`src/rtl/edge_pkg.sv`:
```
// edge_pkg: shared types and constants for the edge debounce/capture block.
package edge_pkg;

  // Debounce FSM states: settled low, qualifying a rise, settled high,
  // qualifying a fall.
  typedef enum logic [1:0] {
    LOW      = 2'd0,
    RISE_CHK = 2'd1,
    HIGH     = 2'd2,
    FALL_CHK = 2'd3
  } edge_state_e;

  // Event type encoding carried on evt_type.
  localparam logic EDGE_RISE = 1'b1;
  localparam logic EDGE_FALL = 1'b0;

endpackage

```
`src/rtl/edge_prev_sync.sv`:
```
// edge_prev_sync: two-stage register chain that brings the raw asynchronous
// input into the clock domain before the debounce FSM looks at it.
module edge_prev_sync (
  input  logic clk,
  input  logic reset,
  input  logic sig_i,
  output logic sig_o
);

  logic p1Sig_q;
  logic p2Sig_q;

  // Shift the raw level through two flops; only the second stage is used.
  always_ff @(posedge clk or negedge reset) begin
    if (!reset) begin
      p1Sig_q <= 1'b0;
      p2Sig_q <= 1'b0;
    end else begin
      p1Sig_q <= sig_i;
      p2Sig_q <= p1Sig_q;
    end
  end

  assign sig_o = p2Sig_q;

endmodule

```
`src/rtl/edge_debounce_capture.sv`:
```
// edge_debounce_capture: debounces sig_in, turns each accepted level change
// into a rise/fall event and holds it in a one-deep valid/ready register,
// with a saturating event counter and a sticky overflow flag for events that
// arrive while the previous one is still pending.
// Optional feature: define EDGE_TIMESTAMP_EN to add a free-running TS_W-bit
// timestamp counter and the evt_ts output.
module edge_debounce_capture
  import edge_pkg::*;
#(
  parameter int DEBOUNCE_CYCLES = 4,
  parameter int CNT_W           = 8,
  parameter int TS_W            = 16
) (
  input  logic             clk,
  input  logic             reset,
  input  logic             sig_in,
  output logic             evt_valid,
  input  logic             evt_ready,
  output logic             evt_type,
`ifdef EDGE_TIMESTAMP_EN
  output logic [TS_W-1:0]  evt_ts,
`endif
  output logic [CNT_W-1:0] event_count,
  output logic             ovf,
  input  logic             ovf_clr
);

  localparam logic [7:0]       DEB_LAST = 8'(DEBOUNCE_CYCLES - 1);
  localparam logic [CNT_W-1:0] CNT_MAX  = '1;

  logic p2Sig;

  edge_state_e state_q, state_d;
  logic [7:0]  debCnt_q, debCnt_d;
  logic        evtPulse;
  logic        evtPulseType;

  logic             evtLoad;
  logic             evtDrop;
  logic             evtValid_q, evtValid_d;
  logic             evtType_q, evtType_d;
  logic [CNT_W-1:0] eventCount_q, eventCount_d;
  logic             ovf_q, ovf_d;

  edge_prev_sync uPrevSync (
    .clk   (clk),
    .reset (reset),
    .sig_i (sig_in),
    .sig_o (p2Sig)
  );

  // Debounce state and stability counter registers.
  always_ff @(posedge clk or negedge reset) begin
    if (!reset) begin
      state_q  <= LOW;
      debCnt_q <= 8'd0;
    end else begin
      state_q  <= state_d;
      debCnt_q <= debCnt_d;
    end
  end

  // A level change is accepted once the synchronised input has disagreed with
  // the settled level for DEBOUNCE_CYCLES consecutive samples; the accepting
  // cycle produces a one-cycle event pulse.
  always_comb begin
    state_d      = state_q;
    debCnt_d     = debCnt_q;
    evtPulse     = 1'b0;
    evtPulseType = EDGE_FALL;
    unique case (state_q)
      LOW: begin
        if (p2Sig) begin
          state_d  = RISE_CHK;
          debCnt_d = 8'd1;
        end
      end
      RISE_CHK: begin
        if (!p2Sig) begin
          state_d  = LOW;
          debCnt_d = 8'd0;
        end else if (debCnt_q == DEB_LAST) begin
          state_d      = HIGH;
          debCnt_d     = 8'd0;
          evtPulse     = 1'b1;
          evtPulseType = EDGE_RISE;
        end else begin
          debCnt_d = debCnt_q + 8'd1;
        end
      end
      HIGH: begin
        if (!p2Sig) begin
          state_d  = FALL_CHK;
          debCnt_d = 8'd1;
        end
      end
      FALL_CHK: begin
        if (p2Sig) begin
          state_d  = HIGH;
          debCnt_d = 8'd0;
        end else if (debCnt_q == DEB_LAST) begin
          state_d      = LOW;
          debCnt_d     = 8'd0;
          evtPulse     = 1'b1;
          evtPulseType = EDGE_FALL;
        end else begin
          debCnt_d = debCnt_q + 8'd1;
        end
      end
      default: begin
        state_d  = LOW;
        debCnt_d = 8'd0;
      end
    endcase
  end

  // An event is taken when the holding register is empty or being emptied in
  // the same cycle; otherwise it is dropped and recorded in the sticky flag.
  assign evtLoad = evtPulse && (!evtValid_q || evt_ready);
  assign evtDrop = evtPulse && evtValid_q && !evt_ready;

  // Next state of the event holding register, counter and overflow flag.
  // A drop and a clear in the same cycle leave the flag set.
  always_comb begin
    evtValid_d   = evtValid_q;
    evtType_d    = evtType_q;
    eventCount_d = eventCount_q;
    ovf_d        = ovf_q;
    if (evtLoad) begin
      evtValid_d = 1'b1;
      evtType_d  = evtPulseType;
      if (eventCount_q != CNT_MAX) begin
        eventCount_d = eventCount_q + CNT_W'(1);
      end
    end else if (evt_ready) begin
      evtValid_d = 1'b0;
    end
    if (evtDrop) begin
      ovf_d = 1'b1;
    end else if (ovf_clr) begin
      ovf_d = 1'b0;
    end
  end

  // Event holding register, counter and overflow flag storage.
  always_ff @(posedge clk or negedge reset) begin
    if (!reset) begin
      evtValid_q   <= 1'b0;
      evtType_q    <= EDGE_FALL;
      eventCount_q <= '0;
      ovf_q        <= 1'b0;
    end else begin
      evtValid_q   <= evtValid_d;
      evtType_q    <= evtType_d;
      eventCount_q <= eventCount_d;
      ovf_q        <= ovf_d;
    end
  end

  assign evt_valid   = evtValid_q;
  assign evt_type    = evtType_q;
  assign event_count = eventCount_q;
  assign ovf         = ovf_q;

`ifdef EDGE_TIMESTAMP_EN
  logic [TS_W-1:0] tsCnt_q;
  logic [TS_W-1:0] evtTs_q, evtTs_d;

  // Free-running timestamp; wraps naturally at 2^TS_W.
  always_ff @(posedge clk or negedge reset) begin
    if (!reset) begin
      tsCnt_q <= '0;
    end else begin
      tsCnt_q <= tsCnt_q + TS_W'(1);
    end
  end

  // The stored timestamp follows the event register: it only changes when a
  // new event is actually loaded, so it stays stable while pending.
  always_comb begin
    evtTs_d = evtTs_q;
    if (evtLoad) begin
      evtTs_d = tsCnt_q;
    end
  end

  // Timestamp capture register.
  always_ff @(posedge clk or negedge reset) begin
    if (!reset) begin
      evtTs_q <= '0;
    end else begin
      evtTs_q <= evtTs_d;
    end
  end

  assign evt_ts = evtTs_q;
`else
  // TS_W only sizes evt_ts; this tie-off keeps the parameter referenced when
  // timestamps are compiled out.
  logic [TS_W-1:0] unusedTsWidth;
  assign unusedTsWidth = '0;
`endif

endmodule

```
`config.mk`:
```
export PLATFORM = sky130hd
export DESIGN_NAME = edge_debounce_capture
export DESIGN_NICKNAME = d
export VERILOG_FILES = /design/src/rtl/edge_pkg.sv /design/src/rtl/edge_prev_sync.sv /design/src/rtl/edge_debounce_capture.sv
export SDC_FILE = /design/constraint.sdc
export NUM_CORES = 1
export LEC_CHECK = 0
export CORE_AREA = 2 2 65 67
export DETAILED_ROUTE_END_ITERATION = 10
export DIE_AREA = 0 0 67 69
export SLEW_MARGIN = 15
export SYNTH_ARGS = -nofsm -noshare
export SYNTH_HDL_FRONTEND = slang
export SYNTH_SLANG_ARGS = --single-unit
```
`constraint.sdc`:
```
create_clock -name clk -period 2 [get_ports clk]
set_input_delay 0.4 -clock clk [delete_from_list [all_inputs] [get_ports clk]]
set_output_delay 0.4 -clock clk [all_outputs]
set_load 0.01 [all_outputs]
```
==> impl_results.md, run 1 <==
* Critical path's largest stage delay at between 300 and 400 ps
* Endpoint required time on the critical path at 2150 ps
* Element type at the critical path start: flip-flop
* Area taken by multi-input logic gates at between 500 and 600 µm²
* Vias in the first global route at around 830
* Maximum fanout along the worst path at 11
* Unrepaired setup endpoints after global routing: false
* Highest clock rate at 0.5577 GHz
* Critical path class: reg2reg
* Arithmetic-cell share of the synthesized area counting full adders, half adders and majority gates at 2.151%
* Leakage power total at ~0.58 nW
* Wire length of the first global-routing pass at approximately 3700 µm
* Critical-path top delay cell: sky130_fd_sc_hd__dfrtp_1
* Number of optimization iterations in the first detailed-route pass at 4
* Total Die Area at 4623 µm²
* Via/cell ratio at 4.775
* Area growth from synthesis to layout at 21.94%
* Synthesized area per cell at 11.08 µm²
* Endpoint class of the critical path: flip-flop
* Final setup violating endpoints at 0
* Netlist area before placement at 1164 µm²
* Main combinational cell family by area after synthesis: simple AND/OR/NAND/NOR gates
* Post-Synth Simple-Gate Area at 25.48%
* Number of top-level pins at 16
* Pin count of the biggest net entering global routing at 24
* Post-DP HPWL at 1558 µm
* Post-CTS clock slew at the launch and capture registers of the worst setup and hold paths at 80 ps
* Sequential cell area at 575.6 µm²
* Maximum count of clock buffers along a single path at 2
* Slew HR at ~68%
* Ys async rst share at 100.0%
* Ranking of synthesized cells by area: sky130_fd_sc_hd__dfrtp_1 (49%), sky130_fd_sc_hd__xor2_1 (6.8%), sky130_fd_sc_hd__nor4_2 (4.3%)
* Diodes inserted at 0
* Total clock sinks at 23
* Final Instance Area at 1419 µm²
* Layout cells sized above 1 at 12.20%
* Number of flops mapped to enable cells by yosys at 0
* Cell variety after synth at 36
* Number of H-tree branching levels at 1
* ANT nets after route at 0
* Site row count at 23
* Maximum ir drop on the vdd rail at 0.0006111 V
* Share of cell area taken by muxes after synthesis at 1.935%
* Number of pins exceeding their max-slew limit in the final report at 0
* Clock root cell: sky130_fd_sc_hd__clkbuf_8
* Number of buffers created by CTS at 3
* Count of state elements after synthesis at 23
* Yosys warns at 0
* Library cell occupying the most area in the post-synthesis netlist: sky130_fd_sc_hd__dfrtp_1
* Share of the synthesized netlist area taken by xor and xnor gates at 8.925%
* Cell breakdown of the critical path: ha_1 -> nor4b_4 -> a211o_1 -> nand2_1 -> mux2_1
* Portion of the clock cycle consumed by the worst path in the final layout at approximately 90%
* Area after DPL at 1374 µm²
* Filler cell count at about 410
* Detailed router's first-iteration violation count at 23
* Pwr Density at 1049 nW/µm²
* Detailed-route wire length per cell at 12.28 µm
* Vertical die dimension at 69 µm
* Starting density of the core at slightly below 30%
* Total routed wirelength at 2125 µm
* Fin Clk Skew at 4.450 ps
* Horizontal die dimension at 67 µm
* Core ar. at around 4000 µm²
* Arrival time at the worst endpoint at 1940 ps
* Total vias in the final route at 826
* Area fraction in compound gates after synthesis at just under 9%
* Maximum capacitance violations at 0
* Nets in the synthesized netlist at 112
* Weighted congestion at the end of routability-driven global placement at about 0.86
* CTS-repair resized insts at 0
* Number of antenna violations at the first check in global routing at 0
* Area fraction of the dominant cell type after synthesis at 49.46%
* Count of nets after finishing at 131
* IO Port Bufs at 15
* GRT Residual Overflow at 0
* Clock latency reported for the late side of the worst-skew pair at ~260 ps
* Hold crit path type: reg2reg
* Overall track demand over capacity in global routing at 10.44%
* Final Critical Period at 1793 ps
* Total negative slack at 0 ps
* Fraction of the yosys area taken by sequential cells at 49.46%
* Final number of hold-violating endpoints at 0
* Most instantiated flip-flop cell in the synthesis netlist: sky130_fd_sc_hd__dfrtp_1
* Run status: completed
* Clock tree from TritonCTS: built
* Core occupancy in the finished layout at 36.25%
* Number of buffers added for setup after CTS at 0
* Worst-margin pin slew at roughly 480 ps
* Number of remaining DRC errors at 0
* Synth Instances at 105
* Hold-fix buffers at CTS at 0
## placed cells by master (no fill, tap or decap), drive strengths merged
master	Yosys	routed
nand3b	1	1
xnor2	1	1
and4	1	1
a21oi	2	2
a21o	3	3
a211o	1	1
nand2	9	9
o21ai	8	8
o22ai	1	1
nor4b	2	2
nor3b	2	2
nor4	4	4
xor2	10	10
nor3	3	3
ha	2	2
or3	1	1
dfrtp	23	23
o2bb2ai	1	1
nor2	3	3
clkbuf	1	4
inv	3	3
and2	1	1
nand3	6	6
mux2	2	2
nand2b	2	2
nor2b	1	1
and3	3	3
nand4	4	4
clkdlybuf4s50	0	15
o31ai	1	1
buf	3	3
## state kept, by name, summed over array words and instances (netlist names), named ones only
name,count
evt_valid,1
event_count,8
uPrevSync.p1Sig_q,1
state_q,1
uPrevSync.sig_o,1
debCnt_q,8
ovf,1
evt_type,1
## worst paths after layout
check / start / end / cells after the start / slack (ps)
min in group asynchronous: reset / event_count[5]$_DFFE_PN0P_ / 2 / 490
hold / removal: uPrevSync.p1Sig_q$_DFF_PN0_ / uPrevSync.sig_o$_DFF_PN0_ / 0 / 350
max in group asynchronous: reset / debCnt_q[7]$_DFFE_PN0P_ / 2 / 1270
setup / recovery: debCnt_q[0]$_DFFE_PN0P_ / flip-flop / 5 / 210
setup reg to reg: debCnt_q[0]$_DFFE_PN0P_ / flip-flop / 5 / 210
hold reg to reg: uPrevSync.p1Sig_q$_DFF_PN0_ / uPrevSync.sig_o$_DFF_PN0_ / 0 / 350
## logic make-up (layout without fill, tap and decap cells)
logic type / count (synthesis) / count (layout)
AND/OR/NAND/NOR: 43 / 43
flip-flops: 23 / 23
AO/OA/AOI/OAI: 17 / 17
XOR/XNOR: 11 / 11
buffers and inverters: 7 / 25
adder cells (fa/ha/maj): 2 / 2
multiplexers: 2 / 2
## metrics by stage
step	hold slack (ps)	setup slack (ps)	power (mW)	std cells
floorplan	104.4	347.6	1.017	105
CTS	353.9	214.6	1.506	173
detailed placement	335.5	227.2	1.215	169
global route	360.0	45.67	1.615	173
global placement	337.9	304.5	1.196	169
finish	351.2	207.0	1.488	173
## metal layers
metal  up-vias  global-route usage (%)  share of wire [%]  routed length, µm
met2        16                   16.72                 47               1006
met3         2                   3.915                4.6                 97
li1        409                       -                  -                  -
met5         -                       0                  0                  0
met1       399                   13.04                 47                999
met4         0                   2.721                1.0                 22
## worst max-delay path: cells and delay by family, from the launching register on
kind	cells	cell delay, ps
multiplexers	1	320
adder cells (fa/ha/maj)	1	220
AND/OR/NAND/NOR	2	380
flip-flops	1	390
AO/OA/AOI/OAI	1	370
## area by class of cell
class / instances / area share (%)
Sequential cell: 23 / 40.56
Multi-Input combinational cell: 75 / 38.89
Timing Repair Buffer: 18 / 12.17
Tap cell: 50 / 4.409
Clock buffer: 4 / 3.175
Inverter: 3 / 0.7937
## cell usage after synthesis (2+ instances only)
cell type,n
sky130_fd_sc_hd__mux2_1,2
sky130_fd_sc_hd__nand2_1,9
sky130_fd_sc_hd__xor2_1,9
sky130_fd_sc_hd__a21oi_1,2
sky130_fd_sc_hd__a21o_1,3
sky130_fd_sc_hd__buf_2,2
sky130_fd_sc_hd__o21ai_0,7
sky130_fd_sc_hd__ha_1,2
sky130_fd_sc_hd__and3_1,3
sky130_fd_sc_hd__nand4_1,3
sky130_fd_sc_hd__inv_1,3
sky130_fd_sc_hd__dfrtp_1,23
sky130_fd_sc_hd__nor3b_1,2
sky130_fd_sc_hd__nor2_1,3
sky130_fd_sc_hd__nand2b_1,2
sky130_fd_sc_hd__nand3_1,6
sky130_fd_sc_hd__nor3_1,2
sky130_fd_sc_hd__nor4_2,4
## power breakdown
group / switching, mW / internal [mW] / total (mW)
combinational: 0.273 / 0.253 / 0.526
sequential: 0.116 / 0.560 / 0.676
clock: 0.143 / 0.142 / 0.285
Power figures use the tool's default switching activity.
==> inputs of run 2 (changes only) <==
Settings changed: RECOVER_POWER from default to 25.
==> run 2 against run 1 <==
Wire length shrank 0.24%. Clock skew is essentially flat. Register-to-register slack is essentially flat. Sequential cell count is the same. Maximum frequency is the same. Total power shrank 0.12%. Largest cell class unchanged.
==> impl_results.md, run 2 (synthesized netlist as in run 1, its figures left out) <==
* Highest clock rate at 0.5577 GHz (unchanged)
* Most frequent standard cell in the layout excluding fill and tap cells: sky130_fd_sc_hd__dfrtp_1
* Worst-margin pin slew at 1226 ps (+742.6 ps)
* Number of antenna violations at the first check in global routing at 0 (unchanged)
* Count of nets after finishing at 131 (unchanged)
* Clock root cell: sky130_fd_sc_hd__clkbuf_8
* Final setup violating endpoints at 0 (unchanged)
* Wire length of the first global-routing pass at 3739 µm (unchanged)
* Switching fraction of total power at 35.79% (+0.038 points)
* GRT Residual Overflow at 0 (unchanged)
* Number of remaining DRC errors at 0 (unchanged)
* Maximum count of clock buffers along a single path at 2 (unchanged)
* Total vias in the final route at 826 (unchanged)
* Site row count at 23 (unchanged)
* Unrepaired setup endpoints after global routing: false
* Post-CTS clock slew at the launch and capture registers of the worst setup and hold paths at 80 ps (about the same)
* Top cell family by delay on the critical path: flip-flops
* Number of pins exceeding their max-slew limit in the final report at 0 (unchanged)
* Maximum ir drop on the vdd rail at 0.0006112 V (about the same)
* Core ar. at 3914 µm² (unchanged)
* Part of the total power dissipated in sequential elements at 45.5% (about the same)
* Detailed router's first-iteration violation count at 23 (unchanged)
* Slew HR at 18.24% (-49 points)
* Pwr Density at 1050 nW/µm² (+0.14%)
* Endpoint required time on the critical path at 2150 ps (about the same)
* Internal power at 0.9541 mW (-0.18%)
* Clock tree from TritonCTS: built
* Fin Clk Skew at 4.522 ps (+0.07233 ps)
* Critical path's largest stage delay at 390 ps (about the same)
* Arrival time at the worst endpoint at 1940 ps (about the same)
* Number of buffers added for setup after CTS at 0 (unchanged)
* Critical-path top delay cell: sky130_fd_sc_hd__dfrtp_1
* Sequential cell area at 575.6 µm² (unchanged)
* Overall track demand over capacity in global routing at 10.44% (unchanged)
* Critical path class: reg2reg
* Clock latency reported for the late side of the worst-skew pair at 260 ps (about the same)
* ANT nets after route at 0 (unchanged)
* Clk network pwr share at 19.2% (about the same)
* Core occupancy in the finished layout at 36.16% (-0.096 points)
* Total Die Area at 4623 µm² (unchanged)
* Post-DP HPWL at 1558 µm (unchanged)
* Cell breakdown of the critical path: ha_1 -> nor4b_4 -> a211o_1 -> nand2_1 -> mux2_1
* Total power at 1.486 mW (-0.12%)
* Pin count of the biggest net entering global routing at 24 (unchanged)
* Area growth from synthesis to layout at 21.61%
* CTS-repair resized insts at 0 (unchanged)
* Horizontal die dimension at 67 µm (unchanged)
* Diodes inserted at 0 (unchanged)
* Total clock sinks at 23 (unchanged)
* CP Buf/Inv Count at 0 (unchanged)
* Vertical die dimension at 69 µm (unchanged)
* Total routed wirelength at 2120 µm (-0.24%)
* Starting density of the core at 29.73% (unchanged)
* Total negative slack at 0 ps (unchanged)
* Hold crit path type: reg2reg
* Weighted congestion at the end of routability-driven global placement at 0.8556 (unchanged)
* Final Critical Period at 1793 ps (unchanged)
* Via/cell ratio at 4.775 (unchanged)
* Number of buffers created by CTS at 3 (unchanged)
* Area taken by multi-input logic gates at 551.8 µm² (unchanged)
* Number of top-level pins at 16 (unchanged)
* Endpoint class of the critical path: flip-flop
* Final number of hold-violating endpoints at 0 (unchanged)
* Run status: completed
* Cell count after placement at 169 (unchanged)
* Post-layout instance count excluding filler cells at 173 (unchanged)
* Logic pwr share at 35.3% (about the same)
* Filler cell count at 407 (+0.49%)
* Power spent charging and discharging nets at 0.5318 mW (about the same)
* Element type at the critical path start: flip-flop
* Maximum capacitance violations at 0 (unchanged)
* Number of H-tree branching levels at 1 (unchanged)
* Portion of the clock cycle consumed by the worst path in the final layout at 89.65% (unchanged)
* Top library cells by usage in the layout, fill and taps aside: sky130_fd_sc_hd__dfrtp_1 (23), sky130_fd_sc_hd__clkdlybuf4s50_1 (13), sky130_fd_sc_hd__xor2_1 (9), sky130_fd_sc_hd__nand2_1 (9), sky130_fd_sc_hd__o21ai_0 (7)
* Hold-fix buffers at CTS at 0 (unchanged)
* Detailed-route wire length per cell at 12.25 µm (-0.24%)
* Maximum fanout along the worst path at 11 (unchanged)
* Number of optimization iterations in the first detailed-route pass at 4 (unchanged)
* Layout cells sized above 1 at 11.38% (-0.81 points)
* Leakage power total at 0.5802 nW (-0.53%)
* Vias in the first global route at 834 (unchanged)
* IO Port Bufs at 15 (unchanged)
run 2: cell type report:
class	instances	area share, %
timing repair buffer	18	11.94
multi-input combinational	75	38.99
clock buffer	4	3.183
inverter	3	0.7958
sequential	23	40.67
tap	50	4.421
run 2: worst register-to-register path: stages (launching register included):
cell,delay (ps)
sky130_fd_sc_hd__dfrtp_1,390
sky130_fd_sc_hd__ha_1,220
sky130_fd_sc_hd__nor4b_4,280
sky130_fd_sc_hd__a211o_1,370
sky130_fd_sc_hd__nand2_1,100
sky130_fd_sc_hd__mux2_1,320
run 2: final timing paths:
| check | startpoint | end | slack (ps) | cells after the start |
|---|---|---|---|---|
| max in group asynchronous | reset | debCnt_q[7]$_DFFE_PN0P_ | 360 | 2 |
| worst max register to register | debCnt_q[0]$_DFFE_PN0P_ | flip-flop | 210 | 5 |
| worst min-delay path | uPrevSync.p1Sig_q$_DFF_PN0_ | uPrevSync.sig_o$_DFF_PN0_ | 350 | 0 |
| min in group asynchronous | reset | event_count[5]$_DFFE_PN0P_ | 910 | 2 |
| worst max-delay path | debCnt_q[0]$_DFFE_PN0P_ | flip-flop | 210 | 5 |
| worst min register to register | uPrevSync.p1Sig_q$_DFF_PN0_ | uPrevSync.sig_o$_DFF_PN0_ | 350 | 0 |
run 2: metal layers:
metal	vias up	part of all wire, %	global-route usage, %
li1	409	-	-
met1	399	47	13.04
met2	16	48	16.72
met3	2	4.5	3.915
met4	0	1.0	2.721
met5	-	0	0
run 2: power groups by stage:
stage	logic (mW)	clock network, mW	registers (mW)
3_3_place_gp	0.516	0	0.680
3_5_place_dp	0.529	0	0.686
4_1_cts	0.532	0.298	0.677
2_1_floorplan	0.348	0	0.669
5_1_grt	0.594	0.321	0.698
6_report	0.525	0.285	0.676
run 2: per-stage QoR:
stage	setup slack (ps)	instance area [µm²]	hold WS (ps)
2_1_floorplan	347.6	1164	104.4
3_3_place_gp	304.5	1374	337.9
3_5_place_dp	227.2	1374	335.5
4_1_cts	214.6	1419	353.9
5_1_grt	23.60	1415	360.0
6_report	207.0	1415	351.2
==> inputs of run 3 (changes only) <==
Settings changed: GPL_TIMING_DRIVEN from default to 1.
==> results of run 3 <==
Same layout as run 2: the final DEF is identical, and so are final timing and power.
==> RTL change 1: new RTL, settings of run 3 <==
Encoding of `edge_state_e`: now one-hot (4 bits for 4 states).
--- a/src/rtl/edge_pkg.sv
+++ b/src/rtl/edge_pkg.sv
@@ -3,11 +3,11 @@
 
   // Debounce FSM states: settled low, qualifying a rise, settled high,
   // qualifying a fall.
-  typedef enum logic [1:0] {
-    LOW      = 2'd0,
-    RISE_CHK = 2'd1,
-    HIGH     = 2'd2,
-    FALL_CHK = 2'd3
+  typedef enum logic [3:0] {
+    LOW      = 4'b0001,
+    RISE_CHK = 4'b0010,
+    HIGH     = 4'b0100,
+    FALL_CHK = 4'b1000
   } edge_state_e;
 
   // Event type encoding carried on evt_type.
Function: no difference found for any inputs over 10 cycles, from zero or initial values and one cycle with reset low; not proved beyond that.
==> RTL change 1 against run 3 <==
Utilization rose by 5.9 points; setup slack worse by 0.049 ns; clock skew grew 0.0035 ns; maximum frequency fell by 2.7%; synthesized area grew 19%; total power shrank 11%; design area is 16% higher; wire length increased by 29%; sequential cell count up 2.
==> RTL change 1: results (changes against run 3) <==
* Post-synthesis sequential area ratio at 45.3% (-4.2 points)
* Peak VDD IR at 0.000309 V (-49%)
* Dpl hpwl at 1970 um (+26%)
* Count of plain and timing-repair buffers at 20 (+2)
* Grt met3 use at 2.28% (-1.6 points)
* DRT Pass-1 Iters at 3 (-1)
* RD Place Congestion at 0.779 (-9.0%)
* Pre-CTS setup slack at 0.131 ns (-0.0963 ns)
* Flop pwr share at 46.1% (+0.6 points)
* Sequential share of cell area at 38.1% (-2.6 points)
* Largest net degree at the start of global routing at 26 (+8.3%)
* Finished Layout Cells at 203 (+17%)
* Switching part of the total at 33.0% (-2.8 points)
* Max stage delay on crit path at 0.41 ns (+0.02 ns)
* Outcome: complete, no violations
* Cells after Synth at 134 (+28%)
* Fill count at 395 (-2.9%)
* Layout Nets at 161 (+23%)
* CP top delay family: simple AND/OR/NAND/NOR gates
* Max-slew headroom at 57.4% (+39 points)
* M1 WL at 1320 um (+33%)
* Multi-input gate area at 712 um2 (+29%)
* Routed length on met2 at 1310 um (+30%)
* Combinational gate power at 0.411 mW (-22%)
* Drt total wl at 2740 um (+29%)
* Layout cells sized above 1 at 13.7% (+2.3 points)
* Met3 wire length at 69 um (-28%)
* Inverters at 4 (+1)
* Grt met2 use at 21.5% (+4.7 points)
* Via Count at 1,067 (+29%)
* Critical path arrival at 1.99 ns (+0.05 ns)
* Clock-cell share at 2.74% (-0.45 points)
* Largest cells by area after synthesis: dfrtp_1 (43%), xor2_1 (5.1%), a21oi_1 (4.0%)
* Non-clk buf share at 11.2% (-0.69 points)
RTL change 1: worst paths after layout:
| kind | slack, ns | endpoint | cells past startpoint |
|---|---|---|---|
| worst min register to register | 0.37 | uPrevSync.sig_o$_DFF_PN0_ | 0 |
| worst min-delay path | 0.37 | uPrevSync.sig_o$_DFF_PN0_ | 0 |
| min in group asynchronous | 0.68 | debCnt_q[4]$_DFFE_PN0P_ | 2 |
| worst max-delay path | 0.16 | event_count[1]$_DFFE_PN0P_ | 5 |
| max in group asynchronous | 0.90 | debCnt_q[1]$_DFFE_PN0P_ | 2 |
| worst max register to register | 0.16 | event_count[1]$_DFFE_PN0P_ | 5 |
RTL change 1: cell families after synthesis:
| family | synth area share (%) |
|---|---|
| compound gates | 18.4 |
| xor+xnor | 5.06 |
| fa+ha+maj | 1.81 |
| buf+inv | 3.71 |
| flops | 45.3 |
| mux | 0.814 |
| simple gates | 24.9 |
==> RTL change 2: new RTL, settings of run 3 <==
Without the edit above. Change the parameter `CNT_W` from 8 to 10.
--- a/src/rtl/edge_debounce_capture.sv
+++ b/src/rtl/edge_debounce_capture.sv
@@ -8,7 +8,7 @@
   import edge_pkg::*;
 #(
   parameter int DEBOUNCE_CYCLES = 4,
-  parameter int CNT_W           = 8,
+  parameter int CNT_W           = 10,
   parameter int TS_W            = 16
 ) (
   input  logic             clk,
Ports: changed (resized event_count); port bits go from 16 to 18. The function was not compared with the original's and may differ.
==> RTL change 2 against run 3 <==
Setup slack got worse by 0.068 ns; sequential cell count rose by 2; critical path type unchanged; worst hold slack improved by 0.016 ns; total power fell by 4.9%; synthesized area rose by 8.3%; highest routed layer unchanged; wire length rose by 21%; design area rose by 14%; sequential share of layout area fell by 1.9 points.
==> RTL change 2: results (changes against run 3) <==
* Peak VDD IR at 0.000582 V (-4.8%)
* Clock-cell share at 3.02% (-0.16 points)
* Number of synthesis warnings at 0 (unchanged)
* Sw Pwr at 0.478 mW (-10%)
* Multi-input comb cells at 86 (+15%)
* Crit-path max FO at 5 (-6)
* Reg area at 626 um2 (+8.7%)
* Flop-to-flop setup slack at 0.14 ns (-0.07 ns)
* PD cells at 875 mW/mm2 (-17%)
* Non-clk buf share at 14.0% (+2.1 points)
* Synth unique cells at 33 (-8.3%)
* Yosys reg bits at 25 (+8.7%)
* Mux contribution to synthesized area at 3.57% (+1.6 points)
* Hold EP: uPrevSync.sig_o$_DFF_PN0_
* Synth Area in Adders at 1.99% (-0.16 points)
* Pre-CTS setup slack at 0.0381 ns (-0.189 ns)
* Layout Nets at 151 (+15%)
* WL/cell at 13.2 um (+8.0%)
* Post-Synth XOR/XNOR Area at 8.24% (-0.68 points)
* Fill count at 399 (-2.0%)
* Clock latency at the later pin of the worst-skew pair at 0.28 ns (+0.02 ns)
* M1 WL at 1140 um (+14%)
* Async SR Flop Fraction at 100% (unchanged)
* Post-CTS setup buffers at 0 (unchanged)
* Clock network power share at 22.0% (+2.8 points)
* Area Growth Syn to Fin at 28.1%
* Count of plain and timing-repair buffers at 25 (+7)
* IO Port Bufs at 17 (+2)
* GRT met1 Usage at 14.9% (+1.8 points)
* Placed cell area at 0.00155 mm2 (+13%)
* RD Place Congestion at 0.842 (-1.6%)
* Top cells by count, synth: dfrtp_1 (25), nand2_1 (12), o21ai_0 (8), xor2_1 (8), nand3_1 (7)
* Syn_nets at 121 (+8.0%)
* All-Layer GR Usage at 12.3% (+1.9 points)
* Vias in the first global route at 951 (+14%)
* Grt met2 use at 20.6% (+3.9 points)
* Cells after Synth at 114 (+8.6%)
* Comb pwr share at 30.2% (-5.1 points)
* Worst hold slack at 0.367 ns (+0.0163 ns)
* Max Clock Skew at 0.00563 ns (+0.00111 ns)
* Largest net degree at the start of global routing at 26 (+8.3%)
* Post-synthesis sequential area ratio at 49.7% (+0.19 points)
* Layout cells sized above 1 at 16.8% (+5.4 points)
* Outcome: complete, no violations
* Synth Area in Compound Gates at 10.9% (+2.0 points)
* Critical path arrival at 2.07 ns (+0.13 ns)
* Dpl hpwl at 1880 um (+21%)
* DR vias/cell at 4.91 (+2.9%)
* Pleak at 0.678 nW (+17%)
* Reg2reg path depth at 6 (+1)
* Largest cells by area after synthesis: dfrtp_1 (50%), xor2_1 (5.6%), nand2_1 (3.6%)
* Finished Layout Cells at 193 (+12%)
* Multi-input gate area at 639 um2 (+16%)
* Routed length on met2 at 1310 um (+30%)
* DRT iter0 DRCs at 25 (+8.7%)
* First-pass GRT wire length at 4370 um (+17%)
* Max-slew headroom at 8.06% (-10 points)
* Yosys top cell area share at 49.7% (+0.19 points)
* Met3 wire length at 80 um (-17%)
==> RTL change 2: cell types whose count changed after synthesis, sizes merged, moves of 3 or more <==
cell,delta
a21oi,+3
and3,-3
buf,-3
nand2,+3
==> RTL change 2: worst max-delay path, cell delays in order (launching register included) <==
cell and delay (ns):
dfrtp_1 0.42, ha_1 0.18, and4bb_2 0.33, nand4_4 0.15
buf_4 0.20, nor4_1 0.35, xor2_1 0.17
==> RTL change 2: worst max-delay path by stage <==
| stage | end | slack, ns | cells after the start |
|---|---|---|---|
| after global placement | event_count[5]$_DFFE_PN0P_ | 0.05 | 6 |
| after CTS | debCnt_q[6]$_DFFE_PN0P_ | 0.1 | 4 |
| after detailed placement | event_count[5]$_DFFE_PN0P_ | 0.04 | 6 |
| after global routing | debCnt_q[2]$_DFFE_PN0P_ | 0.04 | 2 |
| final | event_count[5]$_DFFE_PN0P_ | 0.14 | 6 |
| after floorplan | event_count[9]$_DFFE_PN0P_ | 0.17 | 5 |
